==> config.mk <==
export PLATFORM = sky130hd
export DESIGN_NAME = ahb3lite_interconnect_slave_port
export DESIGN_NICKNAME = d
export VERILOG_FILES = /design/src/rtl/ahb3lite_pkg.sv /design/src/rtl/ahb3lite_interconnect_arbiter.sv /design/src/rtl/ahb3lite_interconnect_slave_port.sv
export SDC_FILE = /design/constraint.sdc
export NUM_CORES = 1
export LEC_CHECK = 0
export ABC_AREA = 0
export CELL_PAD_IN_SITES_DETAIL_PLACEMENT = 1
export CELL_PAD_IN_SITES_GLOBAL_PLACEMENT = 2
export CORE_MARGIN = 8
export CORE_UTILIZATION = 12
export CTS_CLUSTER_SIZE = 24
export DETAILED_ROUTE_END_ITERATION = 8
export PLACE_DENSITY_LB_ADDON = 0.1
export SYNTH_ARGS = -nofsm -noshare
export SYNTH_HDL_FRONTEND = slang
export SYNTH_HIERARCHICAL = 1
export SYNTH_SLANG_ARGS = --single-unit
==> constraint.sdc <==
create_clock -name HCLK -period 10.8 [get_ports HCLK]
set_input_delay 2.16 -clock HCLK [delete_from_list [all_inputs] [get_ports HCLK]]
set_output_delay 2.16 -clock HCLK [all_outputs]
set_load 0.01 [all_outputs]
==> src/rtl/ahb3lite_pkg.sv <==
// Shared AHB3-Lite encodings and small helpers used across the interconnect.
// Every slave port and arbiter imports these rather than redefining them.
package ahb3lite_pkg;

    localparam logic [1:0] HTRANS_IDLE   = 2'b00;
    localparam logic [1:0] HTRANS_BUSY   = 2'b01;
    localparam logic [1:0] HTRANS_NONSEQ = 2'b10;
    localparam logic [1:0] HTRANS_SEQ    = 2'b11;

    localparam logic [2:0] HBURST_SINGLE = 3'b000;
    localparam logic [2:0] HBURST_INCR   = 3'b001;
    localparam logic [2:0] HBURST_WRAP4  = 3'b010;
    localparam logic [2:0] HBURST_INCR4  = 3'b011;
    localparam logic [2:0] HBURST_WRAP8  = 3'b100;
    localparam logic [2:0] HBURST_INCR8  = 3'b101;
    localparam logic [2:0] HBURST_WRAP16 = 3'b110;
    localparam logic [2:0] HBURST_INCR16 = 3'b111;

    localparam logic HRESP_OKAY  = 1'b0;
    localparam logic HRESP_ERROR = 1'b1;

    // Width of a master index; never zero so a single-master build still has a port.
    function automatic int idx_width(input int n);
        return (n > 1) ? $clog2(n) : 1;
    endfunction

endpackage

==> src/rtl/ahb3lite_interconnect_arbiter.sv <==
// Combinational priority arbiter with round-robin tie-break.
// Among requesters at the highest priority, the first index after i_pointer wins.
module ahb3lite_interconnect_arbiter
    import ahb3lite_pkg::*;
#(
    parameter  int MASTERS = 3,
    localparam int IW      = idx_width(MASTERS)
) (
    input  logic [MASTERS-1:0] i_request,
    input  logic [2:0]         i_priority [MASTERS],
    input  logic [IW-1:0]      i_pointer,
    output logic [MASTERS-1:0] o_winner
);

    logic [2:0]         w_max;
    logic [MASTERS-1:0] w_cand;
    logic               w_found;

    always_comb begin
        w_max   = '0;
        w_cand  = '0;
        o_winner = '0;
        w_found = 1'b0;
        for (int i = 0; i < MASTERS; i++)
            if (i_request[i] && (i_priority[i] > w_max)) w_max = i_priority[i];
        for (int i = 0; i < MASTERS; i++)
            w_cand[i] = i_request[i] && (i_priority[i] == w_max);
        // First pass covers indices after the pointer, second pass wraps to the start.
        for (int i = 0; i < MASTERS; i++)
            if (!w_found && w_cand[i] && (i > int'(i_pointer))) begin
                o_winner[i] = 1'b1;
                w_found     = 1'b1;
            end
        for (int i = 0; i < MASTERS; i++)
            if (!w_found && w_cand[i]) begin
                o_winner[i] = 1'b1;
                w_found     = 1'b1;
            end
    end

endmodule

==> src/rtl/ahb3lite_interconnect_slave_port.sv <==
// Slave-side port of an AHB3-Lite interconnect: arbitrates masters for one slave,
// muxes address/data phases from the owners and broadcasts the slave response.
module ahb3lite_interconnect_slave_port
    import ahb3lite_pkg::*;
#(
    parameter int HADDR_SIZE = 32,
    parameter int HDATA_SIZE = 32,
    parameter int MASTERS    = 3
) (
    input  logic                  HCLK,
    input  logic                  HRESET,
    input  logic [2:0]            mstpriority  [MASTERS],
    input  logic [MASTERS-1:0]    mstHSEL,
    input  logic [HADDR_SIZE-1:0] mstHADDR     [MASTERS],
    input  logic [HDATA_SIZE-1:0] mstHWDATA    [MASTERS],
    input  logic [MASTERS-1:0]    mstHWRITE,
    input  logic [2:0]            mstHSIZE     [MASTERS],
    input  logic [2:0]            mstHBURST    [MASTERS],
    input  logic [3:0]            mstHPROT     [MASTERS],
    input  logic [1:0]            mstHTRANS    [MASTERS],
    input  logic [MASTERS-1:0]    mstHMASTLOCK,
    input  logic [MASTERS-1:0]    mstHREADY,
    input  logic [MASTERS-1:0]    can_switch,
    output logic [MASTERS-1:0]    master_granted,
    output logic [HDATA_SIZE-1:0] mstHRDATA,
    output logic                  mstHREADYOUT,
    output logic                  mstHRESP,
    output logic                  HSEL,
    output logic [HADDR_SIZE-1:0] HADDR,
    output logic [HDATA_SIZE-1:0] HWDATA,
    output logic                  HWRITE,
    output logic [2:0]            HSIZE,
    output logic [2:0]            HBURST,
    output logic [3:0]            HPROT,
    output logic [1:0]            HTRANS,
    output logic                  HMASTLOCK,
    input  logic [HDATA_SIZE-1:0] HRDATA,
    input  logic                  HREADYOUT,
    input  logic                  HRESP,
    output logic                  HREADY
);

    localparam int IW = idx_width(MASTERS);

    logic [MASTERS-1:0] r_grant;
    logic [IW-1:0]      r_gidx;
    logic [IW-1:0]      r_pointer;
    logic [IW-1:0]      r_dp_idx;
    logic               r_dp_valid;

    logic [MASTERS-1:0] w_win;
    logic [IW-1:0]      w_win_idx;
    logic               w_owned;
    logic               w_may_switch;
    logic               w_update;

    ahb3lite_interconnect_arbiter #(.MASTERS(MASTERS)) u_arbiter (
        .i_request  (mstHSEL),
        .i_priority (mstpriority),
        .i_pointer  (r_pointer),
        .o_winner   (w_win)
    );

    always_comb begin
        w_win_idx = '0;
        for (int i = 0; i < MASTERS; i++)
            if (w_win[i]) w_win_idx = IW'(i);
    end

    assign w_owned      = |r_grant;
    assign w_may_switch = !w_owned || !mstHSEL[r_gidx]
                        || (can_switch[r_gidx] && !mstHMASTLOCK[r_gidx]);
    // Gating on HREADYOUT also pushes any switch past the first ERROR cycle.
    assign w_update     = HREADYOUT && w_may_switch;

    always_ff @(posedge HCLK) begin
        if (HRESET) begin
            r_grant    <= '0;
            r_gidx     <= '0;
            r_pointer  <= '0;
            r_dp_idx   <= '0;
            r_dp_valid <= 1'b0;
        end else begin
            if (w_update) begin
                r_grant <= w_win;
                r_gidx  <= w_win_idx;
                if ((|w_win) && (w_win != r_grant)) r_pointer <= w_win_idx;
            end
            if (HREADYOUT) begin
                r_dp_idx   <= r_gidx;
                r_dp_valid <= HSEL && (HTRANS != HTRANS_IDLE);
            end
        end
    end

    always_comb begin
        HSEL      = w_owned && mstHSEL[r_gidx];
        HADDR     = '0;
        HWRITE    = 1'b0;
        HSIZE     = '0;
        HBURST    = HBURST_SINGLE;
        HPROT     = '0;
        HMASTLOCK = 1'b0;
        if (w_owned) begin
            HADDR     = mstHADDR[r_gidx];
            HWRITE    = mstHWRITE[r_gidx];
            HSIZE     = mstHSIZE[r_gidx];
            HBURST    = mstHBURST[r_gidx];
            HPROT     = mstHPROT[r_gidx];
            HMASTLOCK = mstHMASTLOCK[r_gidx];
        end
        HTRANS = HSEL ? mstHTRANS[r_gidx] : HTRANS_IDLE;
        HWDATA = r_dp_valid ? mstHWDATA[r_dp_idx] : '0;
        HREADY = r_dp_valid ? mstHREADY[r_dp_idx] : HREADYOUT;
    end

    assign master_granted = r_grant;
    assign mstHRDATA      = HRDATA;
    assign mstHREADYOUT   = HREADYOUT;
    assign mstHRESP       = HRESP;

endmodule

==> impl_metrics.env, run 1 <==
export IMPL_outcome="finished clean"
export IMPL_seq_area_um2=183.9
export IMPL_start_util_pct=12.14
export IMPL_final_max_slew_viol_count=0
export IMPL_vias_per_cell=4.315
export IMPL_fp_dieH_um=177.9
export IMPL_cts_setup_buffers=0
export IMPL_ctsHoldBuffers=0
export IMPL_max_freq_ghz=0.1424
export IMPL_dr_wl_met2_mm=11.17
export IMPL_portBuffers=338
export IMPL_seq_area_frac_synth_pct=5.728
export IMPL_crit_path_top_delay_cell="a221oi_1"
export IMPL_dp_hpwl_mm=18.40
export IMPL_synthArstFlopShare_pct=0
export IMPL_drive_above_1_share_pct=3.619
export IMPL_fin_setup_tns_ns=0
export IMPL_p_leak_nw=2.128
export IMPL_postRouteAntennaNets=0
export IMPL_drc=0
export IMPL_period_share_pct=65.01
export IMPL_finalPower_mw=0.4297
export IMPL_path_clk_slew_ns=0.04
export IMPL_yosysMostFrequentCell="o21ai_0"
export IMPL_antenna_found_initial=0
export IMPL_synth_cell_area_um2=3146
export IMPL_synthDominantCellAreaShare_pct=14.00
export IMPL_final_area_um2=6625
export IMPL_vias=4664
export IMPL_seq_power_share_pct=10.0
export IMPL_postLayoutCoreUtil_pct=25.57
export IMPL_wl_per_cell_um=20.84
export IMPL_crit_path_frequent_cell="ha_1"
export IMPL_wl_met1_mm=9.101
export IMPL_synth_area_leaders="mux2i_1, o21ai_0, a22oi_1"
export IMPL_drt_iter0_drc=149
export IMPL_critPathTopFamily="compound AO/OA/AOI/OAI gates"
export IMPL_ys_warn_count=6
export IMPL_r2r_setup_slack_ns=8.10
export IMPL_cts_root_buffer="clkbuf_16"
export IMPL_vdd_ir_drop_max_uv=33.24
export IMPL_comb_power_share_pct=74.5
export IMPL_synth_top_area_cell="mux2i_1"
export IMPL_grt_pass1_wl_mm=31.75
export IMPL_io_pins=405
export IMPL_netSwitchingPower_mw=0.1649
export IMPL_worst_path_buf_inv=1
export IMPL_hold_path_depth=2
export IMPL_dr_pass1_iters=4
export IMPL_cts_tree="done"
export IMPL_yosysUniqueCellTypes=50
export IMPL_cts_buffers=3
export IMPL_crit_chain="clkdlybuf4s50_1 -> nand2_1 -> ha_1 -> nand2b_1 -> a32oi_1 -> and2_1 -> nor2_1 -> a21oi_1 -> ha_1 -> nand3_1 -> o211ai_1 -> or2_2 -> a31o_2 -> a221oi_1 -> and4_1 -> a211oi_1 -> o31ai_1 -> o311ai_0 -> o41ai_1"
export IMPL_grt_max_degree=95
export IMPL_p_sw_share_pct=38.37
export IMPL_cp_depth=19
export IMPL_antenna_cells=0
export IMPL_setup_viol=0
export IMPL_hp_class="reg2reg"
export IMPL_nets=1041
export IMPL_tightest_slew_ns=1.205
export IMPL_multi_input_area_um2=2496
export IMPL_pwr_density_cell_nw_per_um2=64.86
export IMPL_clock_latency_ns=0.24
export IMPL_max_slew_margin_pct=19.58
export IMPL_end_kind="flop"
export IMPL_core_um2=25910
export IMPL_row_count=59
export IMPL_syn_num_nets=774
export IMPL_avgSynthCellArea_um2=6.553
export IMPL_ff2ff_path_depth=7
export IMPL_cp_max_fo=8
export IMPL_syn_inst=480
export IMPL_clockBufferDepth=2
export IMPL_grt_use_total_pct=12.74
export IMPL_skew_ns=0.004828
export IMPL_gp_congestion=0.7812
export IMPL_route_met3_wl_mm=2.120
export IMPL_max_stage_delay_ns=0.71
export IMPL_critical_path_required_ns=10.93
export IMPL_routed_wl_mm=22.53
export IMPL_routed_top_layer="met4"
export IMPL_dieArea_um2=31650
export IMPL_p_int_mw=0.2649
export IMPL_worstPathArrival_ns=7.15
export IMPL_grt_pass1_vias=4931
export IMPL_min_period_ns=7.021
export IMPL_place_area_um2=6546
export IMPL_n_fill_cell=3105
export IMPL_synthFlopType="dfxtp_1"
export IMPL_crit_type="in2reg"
export IMPL_syn_to_final_growth_pct=110.6
export IMPL_final_hold_violation_count=0
export IMPL_synth_seq_cells=9
export IMPL_critPathLaunchType="input port"
export IMPL_synth_edf_count=0
export IMPL_drv_cap=0
export IMPL_grt_setup_unrepaired="no"
export IMPL_synth_common_cells="o21ai_0, nand3_1, a22oi_1, mux2i_1, nand2_1"
export IMPL_overflow=0
export IMPL_chipWidth_um=177.9
export IMPL_htreeDepth=1
export IMPL_clock_sinks=9
export IMPL_p_clk_share_pct=15.5
export IMPL_cts_resized=0
worst register-to-register path, delay by kind of cell (launching register included):
kind | cells | cell delay (ns)
and+or+nand+nor | 2 | 0.62
DFF | 1 | 0.37
AOI/OAI and AO/OA | 5 | 1.60
power by group through the flow:
stage	logic [mW]	registers (mW)	clock network (mW)
6_report	0.320	0.0431	0.0666
3_5_place_dp	0.324	0.0439	0
5_1_grt	0.347	0.0442	0.0710
3_3_place_gp	0.319	0.0437	0
4_1_cts	0.326	0.0434	0.0677
2_1_floorplan	0.146	0.0388	0
layer usage:
metal	track usage, %	up-vias
li1	-	2251
met1	15.15	2178
met2	22.85	217
met3	3.660	18
met4	1.494	0
met5	0	-
stage by stage:
step / cells / hold WS [ns] / worst slack, ns
3_5_place_dp: 1077 / 0.5105 / 3.652
2_1_floorplan: 480 / 0.4747 / 5.065
4_1_cts: 1081 / 0.5233 / 3.832
3_3_place_gp: 1077 / 0.5096 / 3.895
6_report: 1081 / 0.5309 / 3.779
5_1_grt: 1081 / 0.5773 / 3.441
layout make-up:
| class | instances | area share [%] |
|---|---|---|
| Multi-Input combinational cell | 383 | 37.68 |
| Sequential cell | 9 | 2.776 |
| Inverter | 7 | 0.3966 |
| Tap cell | 335 | 6.327 |
| Clock buffer | 4 | 1.190 |
| Timing Repair Buffer | 343 | 51.63 |
kinds of logic after synthesis:
logic type / share of synthesized area, %
AOI/OAI and AO/OA: 33.25
xor gates and xnor gates: 3.341
adders and majority gates: 2.387
buffers and inverters: 15.39
DFF: 5.728
muxes: 14.36
and+or+nand+nor: 25.54
sequential cells by signal (all words and copies together) (netlist names):
signal          count
r_dp_valid          1
r_dp_idx            2
r_gidx              1
r_pointer           2
master_granted      3
final timing paths:
| path | startpoint | end |
|---|---|---|
| worst min register to register | r_pointer[0] | r_pointer[0] |
| worst max register to register | r_pointer[1] | r_pointer[1] |
| worst min-delay path | r_pointer[0] | r_pointer[0] |
| worst max-delay path | mstHSEL[0] | r_pointer[1] |
cells in the final DEF (no fill, tap or decap), types with 3 or more instances in the layout:
cell and count:
nor2_1 18, nand2_1 37, a22oi_1 44, and2_1 33, mux2i_1 44, a21oi_1 10
dfxtp_1 6, inv_1 7, nor2b_1 4, clkbuf_16 3, xnor2_1 5, or2_2 3
xor2_1 7, o311ai_0 5, dfxtp_2 3, buf_4 5, ha_1 6, o21ai_0 77
clkdlybuf4s50_1 338, o31ai_1 3, a31oi_1 3, nand3_1 47
No activity file was read; power rests on OpenSTA's default activity.
==> run 2, diff against run 1 <==
- CORE_UTILIZATION: 12 -> 10
- clock period: 10.8 -> 6.3 ns (I/O delays scaled with it)
==> run 2 against run 1 <==
Clock-buffer cell count did not move. Critical path depth did not move. Cell count rose by 6.5%. Via count fell by 0.77%. Die area rose by 18%. Clock power rose by 68%.
==> impl_metrics.env, run 2 (synthesized netlist as in run 1, its figures left out) <==
export IMPL_outcome="finished clean"
export IMPL_drt_iter0_drc=110
export IMPL_cts_resized=0
export IMPL_grt_setup_unrepaired="no"
export IMPL_vias=4628
export IMPL_grt_max_degree=87
export IMPL_p_leak_nw=2.138
export IMPL_start_util_pct=10.07
export IMPL_path_clk_slew_ns=0.04
export IMPL_pwr_density_cell_nw_per_um2=109.3
export IMPL_hp_start="r_pointer[0]"
export IMPL_dieArea_um2=37390
export IMPL_row_count=65
export IMPL_timing_rr_start="master_granted[2]"
export IMPL_min_to="r_pointer[0]"
export IMPL_cts_setup_buffers=0
export IMPL_skew_ns=0.003427
export IMPL_fp_dieH_um=193.4
export IMPL_drv_cap=0
export IMPL_cts_root_buffer="clkbuf_16"
export IMPL_antenna_found_initial=1
export IMPL_multi_input_area_um2=2496
export IMPL_n_fill_cell=3740
export IMPL_chipWidth_um=193.4
export IMPL_vdd_ir_drop_max_uv=44.21
export IMPL_setup_viol=0
export IMPL_final_cell_mix="clkdlybuf4s50_1, o21ai_0, nand3_1"
export IMPL_portBuffers=338
export IMPL_hp_class="reg2reg"
export IMPL_critPathLaunchType="input port"
export IMPL_tightest_slew_ns=0.9351
export IMPL_cts_buffers=3
export IMPL_routed_wl_mm=23.09
export IMPL_clockBufferDepth=2
export IMPL_core_um2=31230
export IMPL_io_pins=405
export IMPL_wl_per_cell_um=20.06
export IMPL_fin_setup_tns_ns=0
export IMPL_grt_pass1_vias=5059
export IMPL_syn_to_final_growth_pct=113.8
export IMPL_cts_tree="done"
export IMPL_drc=0
export IMPL_drive_above_1_share_pct=3.877
export IMPL_r2r_setup_slack_ns=4.06
export IMPL_worstPathArrival_ns=5.83
export IMPL_htreeDepth=1
export IMPL_overflow=0
export IMPL_hold_path_depth=2
export IMPL_dp_hpwl_mm=18.88
export IMPL_crit_type="in2reg"
export IMPL_critical_path_required_ns=6.40
export IMPL_clock_sinks=9
export IMPL_postRouteAntennaNets=0
export IMPL_grt_pass1_wl_mm=34.18
export IMPL_cp_max_fo=8
export IMPL_ctsHoldBuffers=0
export IMPL_gp_congestion=0.7552
export IMPL_min_period_ns=5.734
export IMPL_max_slew_margin_pct=37.66
export IMPL_nets=1043
export IMPL_ff2ff_path_depth=6
export IMPL_final_hold_violation_count=0
export IMPL_largest_reg_flops=3
export IMPL_final_max_slew_viol_count=0
export IMPL_holdWs_ns=0.5530
export IMPL_vias_per_cell=4.021
export IMPL_max_freq_ghz=0.1744
export IMPL_dr_pass1_iters=4
export IMPL_r2r_end="r_pointer[0]"
export IMPL_final_common_cell="clkdlybuf4s50_1"
export IMPL_end_kind="flop"
export IMPL_clock_latency_ns=0.23
export IMPL_grt_use_total_pct=11.63
export IMPL_seq_area_um2=183.9
export IMPL_period_share_pct=91.02
## run 2: how the worst max path moves through the flow
stage	start	end	slack, ns	cells after the start
after floorplan	mstHSEL[0]	r_pointer[0]	1.46	20
after global placement	mstHSEL[0]	r_pointer[0]	0.55	18
after detailed placement	mstHSEL[0]	r_pointer[0]	0.31	19
after CTS	mstHSEL[0]	r_pointer[0]	0.57	19
after global routing	mstHSEL[0]	r_pointer[1]	0.18	19
final	mstHSEL[0]	r_pointer[0]	0.57	19
## run 2: where the power goes
part,internal [mW],switching [mW]
clock,0.0846,0.0278
combinational,0.309,0.241
sequential,0.0621,0.0107
total,0.455,0.280
## run 2: metrics by stage
stage	instance area (µm²)	util (%)	worst slack (ns)	instances	power [mW]
after floorplan	3146	-	1.465	480	0.3169
after global placement	6645	21.28	0.5522	1146	0.6286
after detailed placement	6645	21.28	0.3148	1146	0.6348
after CTS	6724	21.53	0.5745	1150	0.7541
after global routing	6726	21.54	0.1847	1151	0.7928
final	6726	21.54	0.5660	1151	0.7351
## run 2: area by class of cell
type / count / area share, %
Clock buffer: 4 / 1.172
Inverter: 7 / 0.3906
Sequential cell: 9 / 2.734
Tap cell: 402 / 7.478
Multi-Input combinational cell: 383 / 37.11
Timing Repair Buffer: 345 / 51.08
Antenna cell: 1 / 0.03720
## run 2: critical path, stage by stage
cell,delay (ns)
clkdlybuf4s50_1,0.62
nand2_1,0.21
ha_1,0.34
a32oi_1,0.27
and2_1,0.33
nor2_1,0.08
a21oi_1,0.15
ha_1,0.27
nand3_1,0.09
o211ai_1,0.17
or2_2,0.39
a31oi_2,0.28
a221oi_1,0.14
buf_4,0.18
and4_1,0.19
a211oi_1,0.22
o31ai_1,0.13
o311ai_0,0.38
o41ai_1,0.13
## run 2: metal layers
metal  global-route usage [%]  up-vias  wire, µm
met2                    20.39      222     11080
met3                    3.506       14      1709
met5                        0        -         0
met4                    1.482        0       165
li1                         -     2256         -
met1                    14.15     2136     10140
